`config.mk`:
```
export PLATFORM = sky130hd
export DESIGN_NAME = cplx_trivial_rot
export DESIGN_NICKNAME = d
export VERILOG_FILES = /design/src/rtl/cplx_trivial_rot.sv
export SDC_FILE = /design/constraint.sdc
export NUM_CORES = 1
export LEC_CHECK = 0
export CELL_PAD_IN_SITES_DETAIL_PLACEMENT = 1
export CELL_PAD_IN_SITES_GLOBAL_PLACEMENT = 1
export CORE_MARGIN = 2
export CORE_UTILIZATION = 44
export CTS_CLUSTER_DIAMETER = 120
export DETAILED_ROUTE_END_ITERATION = 8
export PLACE_DENSITY_LB_ADDON = 0.1
export SYNTH_ARGS = -nofsm -noshare
export SYNTH_HDL_FRONTEND = slang
export SYNTH_SLANG_ARGS = --single-unit
export TNS_END_PERCENT = 10
```
`constraint.sdc`:
```
create_clock -name clk -period 9.1 [get_ports clk]
set_input_delay 1.82 -clock clk [delete_from_list [all_inputs] [get_ports clk]]
set_output_delay 1.82 -clock clk [all_outputs]
set_load 0.1 [all_outputs]
```
`src/rtl/cplx_trivial_rot.sv`:
```
// cplx_trivial_rot: two-stage valid/ready pipeline applying trivial complex rotations
// (pass, negate, conjugate, *j, *-j) with a wrapping output handshake counter.
// Optional macro CPLX_ROT_SAT_EN: saturate negation of the most negative value and raise sat_flag.
module cplx_trivial_rot #(
   parameter int W = 32
) (
   input  logic         clk,
   input  logic         rst,
   input  logic         in_valid,
   output logic         in_ready,
   input  logic [W-1:0] in_re,
   input  logic [W-1:0] in_im,
   input  logic [2:0]   mode,
   output logic         out_valid,
   input  logic         out_ready,
   output logic [W-1:0] out_re,
   output logic [W-1:0] out_im,
   input  logic         clr,
   output logic         sat_flag,
   output logic [15:0]  sample_cnt
);
   logic         s1_valid;
   logic [W-1:0] s1_re;
   logic [W-1:0] s1_im;
   logic [2:0]   s1_mode;
   logic [W-1:0] neg_re;
   logic [W-1:0] neg_im;
   logic [W-1:0] res_re;
   logic [W-1:0] res_im;
   logic         s2_load;
   logic         s1_load;

   assign s2_load  = !out_valid || out_ready;
   assign s1_load  = !s1_valid || s2_load;
   assign in_ready = s1_load;

`ifdef CPLX_ROT_SAT_EN
   localparam logic [W-1:0] MIN = {1'b1, {(W-1){1'b0}}};
   logic sat_evt;

   // Negation clamps the most negative value to the most positive one instead of wrapping
   always_comb begin
      neg_re  = s1_re == MIN ? ~MIN : -s1_re;
      neg_im  = s1_im == MIN ? ~MIN : -s1_im;
      sat_evt = s1_valid && (((s1_mode == 3'd1 || s1_mode == 3'd4) && s1_re == MIN) ||
                             ((s1_mode == 3'd1 || s1_mode == 3'd2 || s1_mode == 3'd3) && s1_im == MIN));
   end

   // Sticky saturation flag, set when a clamped result loads into S2; clr wins
   always_ff @(posedge clk or posedge rst)
      if (rst)
         sat_flag <= 1'b0;
      else if (clr)
         sat_flag <= 1'b0;
      else if (s2_load && sat_evt)
         sat_flag <= 1'b1;
`else
   assign neg_re   = -s1_re;
   assign neg_im   = -s1_im;
   assign sat_flag = 1'b0;
`endif

   // Mode decode on the S1 operands; modes 5..7 fall through to pass
   always_comb begin
      res_re = s1_mode == 3'd1 ? neg_re :
               s1_mode == 3'd3 ? neg_im :
               s1_mode == 3'd4 ? s1_im  : s1_re;
      res_im = (s1_mode == 3'd1 || s1_mode == 3'd2) ? neg_im :
               s1_mode == 3'd3 ? s1_re  :
               s1_mode == 3'd4 ? neg_re : s1_im;
   end

   // S1: capture operands and mode together whenever the stage can move
   always_ff @(posedge clk or posedge rst)
      if (rst) begin
         s1_valid <= 1'b0;
         s1_re    <= '0;
         s1_im    <= '0;
         s1_mode  <= '0;
      end else if (s1_load) begin
         s1_valid <= in_valid;
         s1_re    <= in_re;
         s1_im    <= in_im;
         s1_mode  <= mode;
      end

   // S2: registered result, held while downstream stalls
   always_ff @(posedge clk or posedge rst)
      if (rst) begin
         out_valid <= 1'b0;
         out_re    <= '0;
         out_im    <= '0;
      end else if (s2_load) begin
         out_valid <= s1_valid;
         out_re    <= res_re;
         out_im    <= res_im;
      end

   // Output handshake counter, wrapping; clr wins over a coincident transfer
   always_ff @(posedge clk or posedge rst)
      if (rst)
         sample_cnt <= '0;
      else if (clr)
         sample_cnt <= '0;
      else if (out_valid && out_ready)
         sample_cnt <= sample_cnt + 16'd1;
endmodule

```
### Word-level counts from Yosys, hierarchy flattened

Index checks and enable logic that the tools add are counted.

* equality and inequality tests: 4
* mux-type cells: 8
* bitwise gates (word level): 0
* shift-type cells: 0
* reduce and logical (&&, ||, !) cells: 7
* div/mod/pow operators: 0
* add/sub/neg operators: 3
* multipliers: 0
* $lt $le $gt $ge: 0

Operators by type and width (number)
* 2-to-1 mux 32 bit: 6
* negator 32 bit: 2
* 2-to-1 mux 16 bit: 2
* adder 16 x 1 -> 16 bit, second input constant: 1
* == test 3 x 2 -> 1 bit, second input constant: 2
* == test 3 x 1 -> 1 bit, second input constant: 1
* == test 3 bit, second input constant: 1
* logical OR 1 bit: 3
* logical NOT 1 bit: 2
* nonzero test 2 bit: 1
* logical AND 1 bit: 1

* memories: 0
* bits in latches: 0
* memory bits (writable): 0
* bits in read-only memories: 0
* register bits: 149
* word-level logic and storage cells: 30
* output and inout bits: 83

### Logic depth before layout (Yosys ltp)

* depth in word-level cells: 4
* gate-level depth with buffers: 9

### Least setup slack after synthesis

No wires, ideal clock.

* path type: in2out
* from: in out_ready
* to: out in_ready
* cell stages on the path: 5
* setup slack: 3761 ps
* data arrival time: 3519 ps
* required time: 7280 ps
* cell sequence: nor2b_1 -> clkbuf_1 -> nand2_1 -> buf_1 -> clkbuf_1

* cells in the longest elaborated chain, start to end: 2

Ends and longest elaborated chain
* start: declaration: RTL line 15 `input logic out_ready,`
* logical OR 1 bit: RTL line 33 `assign s2_load = !out_valid || out_ready;`
* logical OR 1 bit: RTL line 34 `assign s1_load = !s1_valid || s2_load;`
* end: declaration: RTL line 10 `output logic in_ready,`

No other way between the ends.

### Final worst setup path

Ends and elaborated chain as after synthesis.

==> flow_summary.json <==
{
  "syn_avg_cell_area_um2": 8.87,
  "max-clock-path-buffers": 2,
  "synthArstFlopShare_pct": 100,
  "reg2reg_depth": 8,
  "num_vias": 8979,
  "drt_first_iter_violations": 783,
  "combPwrFrac_pct": 40.7,
  "hold_path_depth": 2,
  "final_hold_viol_count": 0,
  "p_switching_w": 0.00128,
  "fin_nets": 1191,
  "crit-reg2reg-capture": "out_im[22]$_DFFE_PP0P_",
  "cts_buffers": 17,
  "share_clk_of_total_power_pct": 27.1,
  "finalNonFillerCells": 1399,
  "detail_route.vias_per_cell": 6.42,
  "vdd_drop_max_v": 0.000150,
  "synth-warning-count": 0,
  "boundaryPins": 155,
  "place.detailed.instances": 1367,
  "cp_common_cell": "clkdlybuf4s50_1",
  "global_route.usage.total_pct": 30.2,
  "yosysTopAreaCellShare_pct": 40.7,
  "critical_path.startpoint": "out_ready",
  "cts_hold_buf": 0,
  "critPathLaunchType": "input port",
  "hp-start": "out_re[23]$_DFFE_PP0P_",
  "max_clock_freq_mhz": 157,
  "fp.dieArea_um2": 22000,
  "layout.filler_cells": 2321,
  "cts_htree_levels": 4,
  "run_status": "finished, final reports clean",
  "diodes": 0,
  "post_cts.resized_instances": 0,
  "globalRoute.totalOverflow": 0,
  "antenna_violating_nets_post_route": 0,
  "pin_count_of_the_biggest_net_entering_global_routing": 80,
  "synthesis.nets": 1109,
  "unrepaired_setup_endpoints_after_global_routing": "no",
  "cp.arrival_ns": 4.53,
  "first_pass_grt_wire_length_um": 51800,
  "detail_route.wirelength_um": 33000,
  "power_leakage_nw": 4.26,
  "synthesis.instances": 1034,
  "cp-end-kind": "output port",
  "area_delta_synth_final_pct": 24.0,
  "post_route_cells_drive_above_1_share_pct": 11.1,
  "synth_seq_area_share_pct": 40.7,
  "gpl.final_weighted_congestion": 0.853,
  "clk_pin_slew_worst_paths_ns": 0.06,
  "drtPass1Iterations": 5,
  "required_ns": 7.28,
  "initial_utilization_pct": 45.0,
  "post_synth_most_frequent_cells": "149 x dfrtp_1, 94 x nor2_1, 88 x nand2_1",
  "netlist-cell-type-count": 71,
  "timing_max_transition_violations_final": 0,
  "crit_fanout": 79,
  "tritoncts": "built",
  "place_hpwl_um": 21400,
  "power_report.internal_total_w": 0.00152,
  "drv_cap": 0,
  "yosysTopAreaCell": "dfrtp_1",
  "worst_path_largest_cell_delay_ns": 1.29,
  "max-slew-margin-rel_pct": 16.6,
  "period_minus_slack_ns": 6.35,
  "post-route-period-util_pct": 69.8,
  "worstReg2RegStart": "s1_im[1]$_DFFE_PP0P_",
  "swShare_pct": 45.7,
  "port_buffers": 153,
  "yosys_most_used_dff": "dfrtp_1",
  "synth_most_common_cell": "dfrtp_1",
  "synth_top_cells_by_area": "dfrtp_1 41%, mux2_2 7.0%, a21oi_1 4.2%",
  "first_global_vias": 8950,
  "worstPathCellList": "clkdlybuf4s50_1 > nor2b_4 > nand2_4 > clkdlybuf4s50_1",
  "regToRegSetupSlack_ns": 5.57,
  "final.setup_skew_ns": 0.0109,
  "critical_path_class": "input port to output port",
  "routed_wire_length_per_instance_um": 23.6,
  "post-cts-setup-buffers": 0,
  "cts_root_buffer": "clkbuf_16",
  "fin_tns_setup_ns": 0,
  "std_cell_rows": 52,
  "power_density_nw_per_um2": 245,
  "synth_area_um2": 9170,
  "sequentialPowerShare_pct": 32.1,
  "cts_num_sinks": 149,
  "ff_latch_count_synth": 149,
  "worst_skew_pair.late_latency_ns": 0.44,
  "die-width_um": 148,
  "finalSetupViolations": 0,
  "tightestPinTransition_ns": 1.25,
  "core_area_um2": 20400,
  "hp_class": "flip-flop to flip-flop",
  "holdPathEnd": "out_re[23]$_DFFE_PP0P_",
  "drc": 0,
  "synth_edf_count": 0,
  "grt_antenna_before_repair": 0,
  "die-height_um": 148,
  "slowest_stage": "clkdlybuf4s50_1"
}
-- power groups by stage --
stage | combinational [W] | sequential, W | clock (W)
final | 0.00114 | 0.000897 | 0.000758
after global routing | 0.00119 | 0.000910 | 0.000790
after CTS | 0.00113 | 0.000893 | 0.000765
after detailed placement | 0.00113 | 0.000904 | 0
after global placement | 0.00111 | 0.000901 | 0
after floorplan | 0.000355 | 0.00135 | 0
-- layout make-up --
class                           count  area (um^2)  share of cell area, %
Clock buffer                       19          443                   3.89
Tap cell                          270          338                   2.97
Multi-Input combinational cell    772         5030                   44.2
Sequential cell                   149         3730                   32.8
Timing Repair Buffer              164         1610                   14.2
Clock inverter                     13          171                   1.51
Inverter                           12         50.0                  0.440
-- cells in the final DEF, fill, tap and decap left out, types with 7 or more instances in the layout --
cell / netlist / routed
nor4_1: 12 / 12
buf_4: 1 / 11
a31oi_1: 18 / 18
a221oi_1: 20 / 20
clkdlybuf4s50_1: 0 / 153
nor4_2: 7 / 7
or4_1: 9 / 9
xnor2_1: 39 / 39
nand4_1: 7 / 7
o21ai_0: 77 / 77
mux2_2: 57 / 57
o221ai_1: 8 / 8
nand2_1: 88 / 87
or3_1: 14 / 14
xor2_1: 28 / 28
a22o_1: 8 / 8
nand3_1: 17 / 17
and3_1: 9 / 9
o22ai_1: 26 / 26
nor3_1: 32 / 31
maj3_1: 9 / 9
clkbuf_16: 0 / 17
nor2_1: 94 / 94
o211ai_1: 9 / 9
inv_1: 12 / 11
dfrtp_1: 149 / 148
a21oi_1: 77 / 77
-- metal layers --
| metal | GRT usage, % | part of all wire, % | vias to the layer above | routed length (um) |
|---|---|---|---|---|
| li1 | - | - | 3927 | - |
| met1 | 42.2 | 43 | 4525 | 14300 |
| met2 | 48.0 | 46 | 457 | 15300 |
| met3 | 5.15 | 7.9 | 70 | 2600 |
| met4 | 10.0 | 2.6 | 0 | 846 |
| met5 | 0 | 0 | - | 0 |
-- sequential cells by signal, summed over array words and instances, names as in the netlist --
name	flops
out_valid	1
sample_cnt	16
out_im	32
s1_mode	3
out_re	32
s1_valid	1
s1_re	32
s1_im	32
-- worst max path at each step --
stage / end / slack (ns) / cells past startpoint
final: in_ready / 2.75 / 4
after detailed placement: in_ready / 2.76 / 4
after global placement: in_ready / 2.78 / 4
after global routing: in_ready / 2.62 / 4
after CTS: in_ready / 2.73 / 4
after floorplan: out_im[0]$_DFFE_PP0P_ / 3.27 / 1
-- stage by stage --
step	instance area [um^2]	hold slack, ns	setup WS [ns]	utilization (%)	total power (W)
6_report	11400	0.471	2.75	55.9	0.00279
2_1_floorplan	9170	0.435	3.27	-	0.00171
3_5_place_dp	10800	0.465	2.76	52.8	0.00203
3_3_place_gp	10800	0.454	2.78	52.8	0.00201
5_1_grt	11400	0.501	2.62	55.9	0.00289
4_1_cts	11400	0.480	2.73	55.9	0.00279
-- worst max-delay path, delay by kind of cell --
family,cells,cell delay [ns]
simple gates,2,0.80
buf+inv,2,1.83
-- logic make-up after synthesis --
family          share of synthesized area, %
compound gates                          21.0
xor+xnor                                6.40
fa+ha+maj                               1.39
buf+inv                                 4.94
flops                                   40.7
mux                                     7.55
other cells                           0.0409
simple gates                            18.1
No activity file was read; power rests on OpenSTA's default activity.
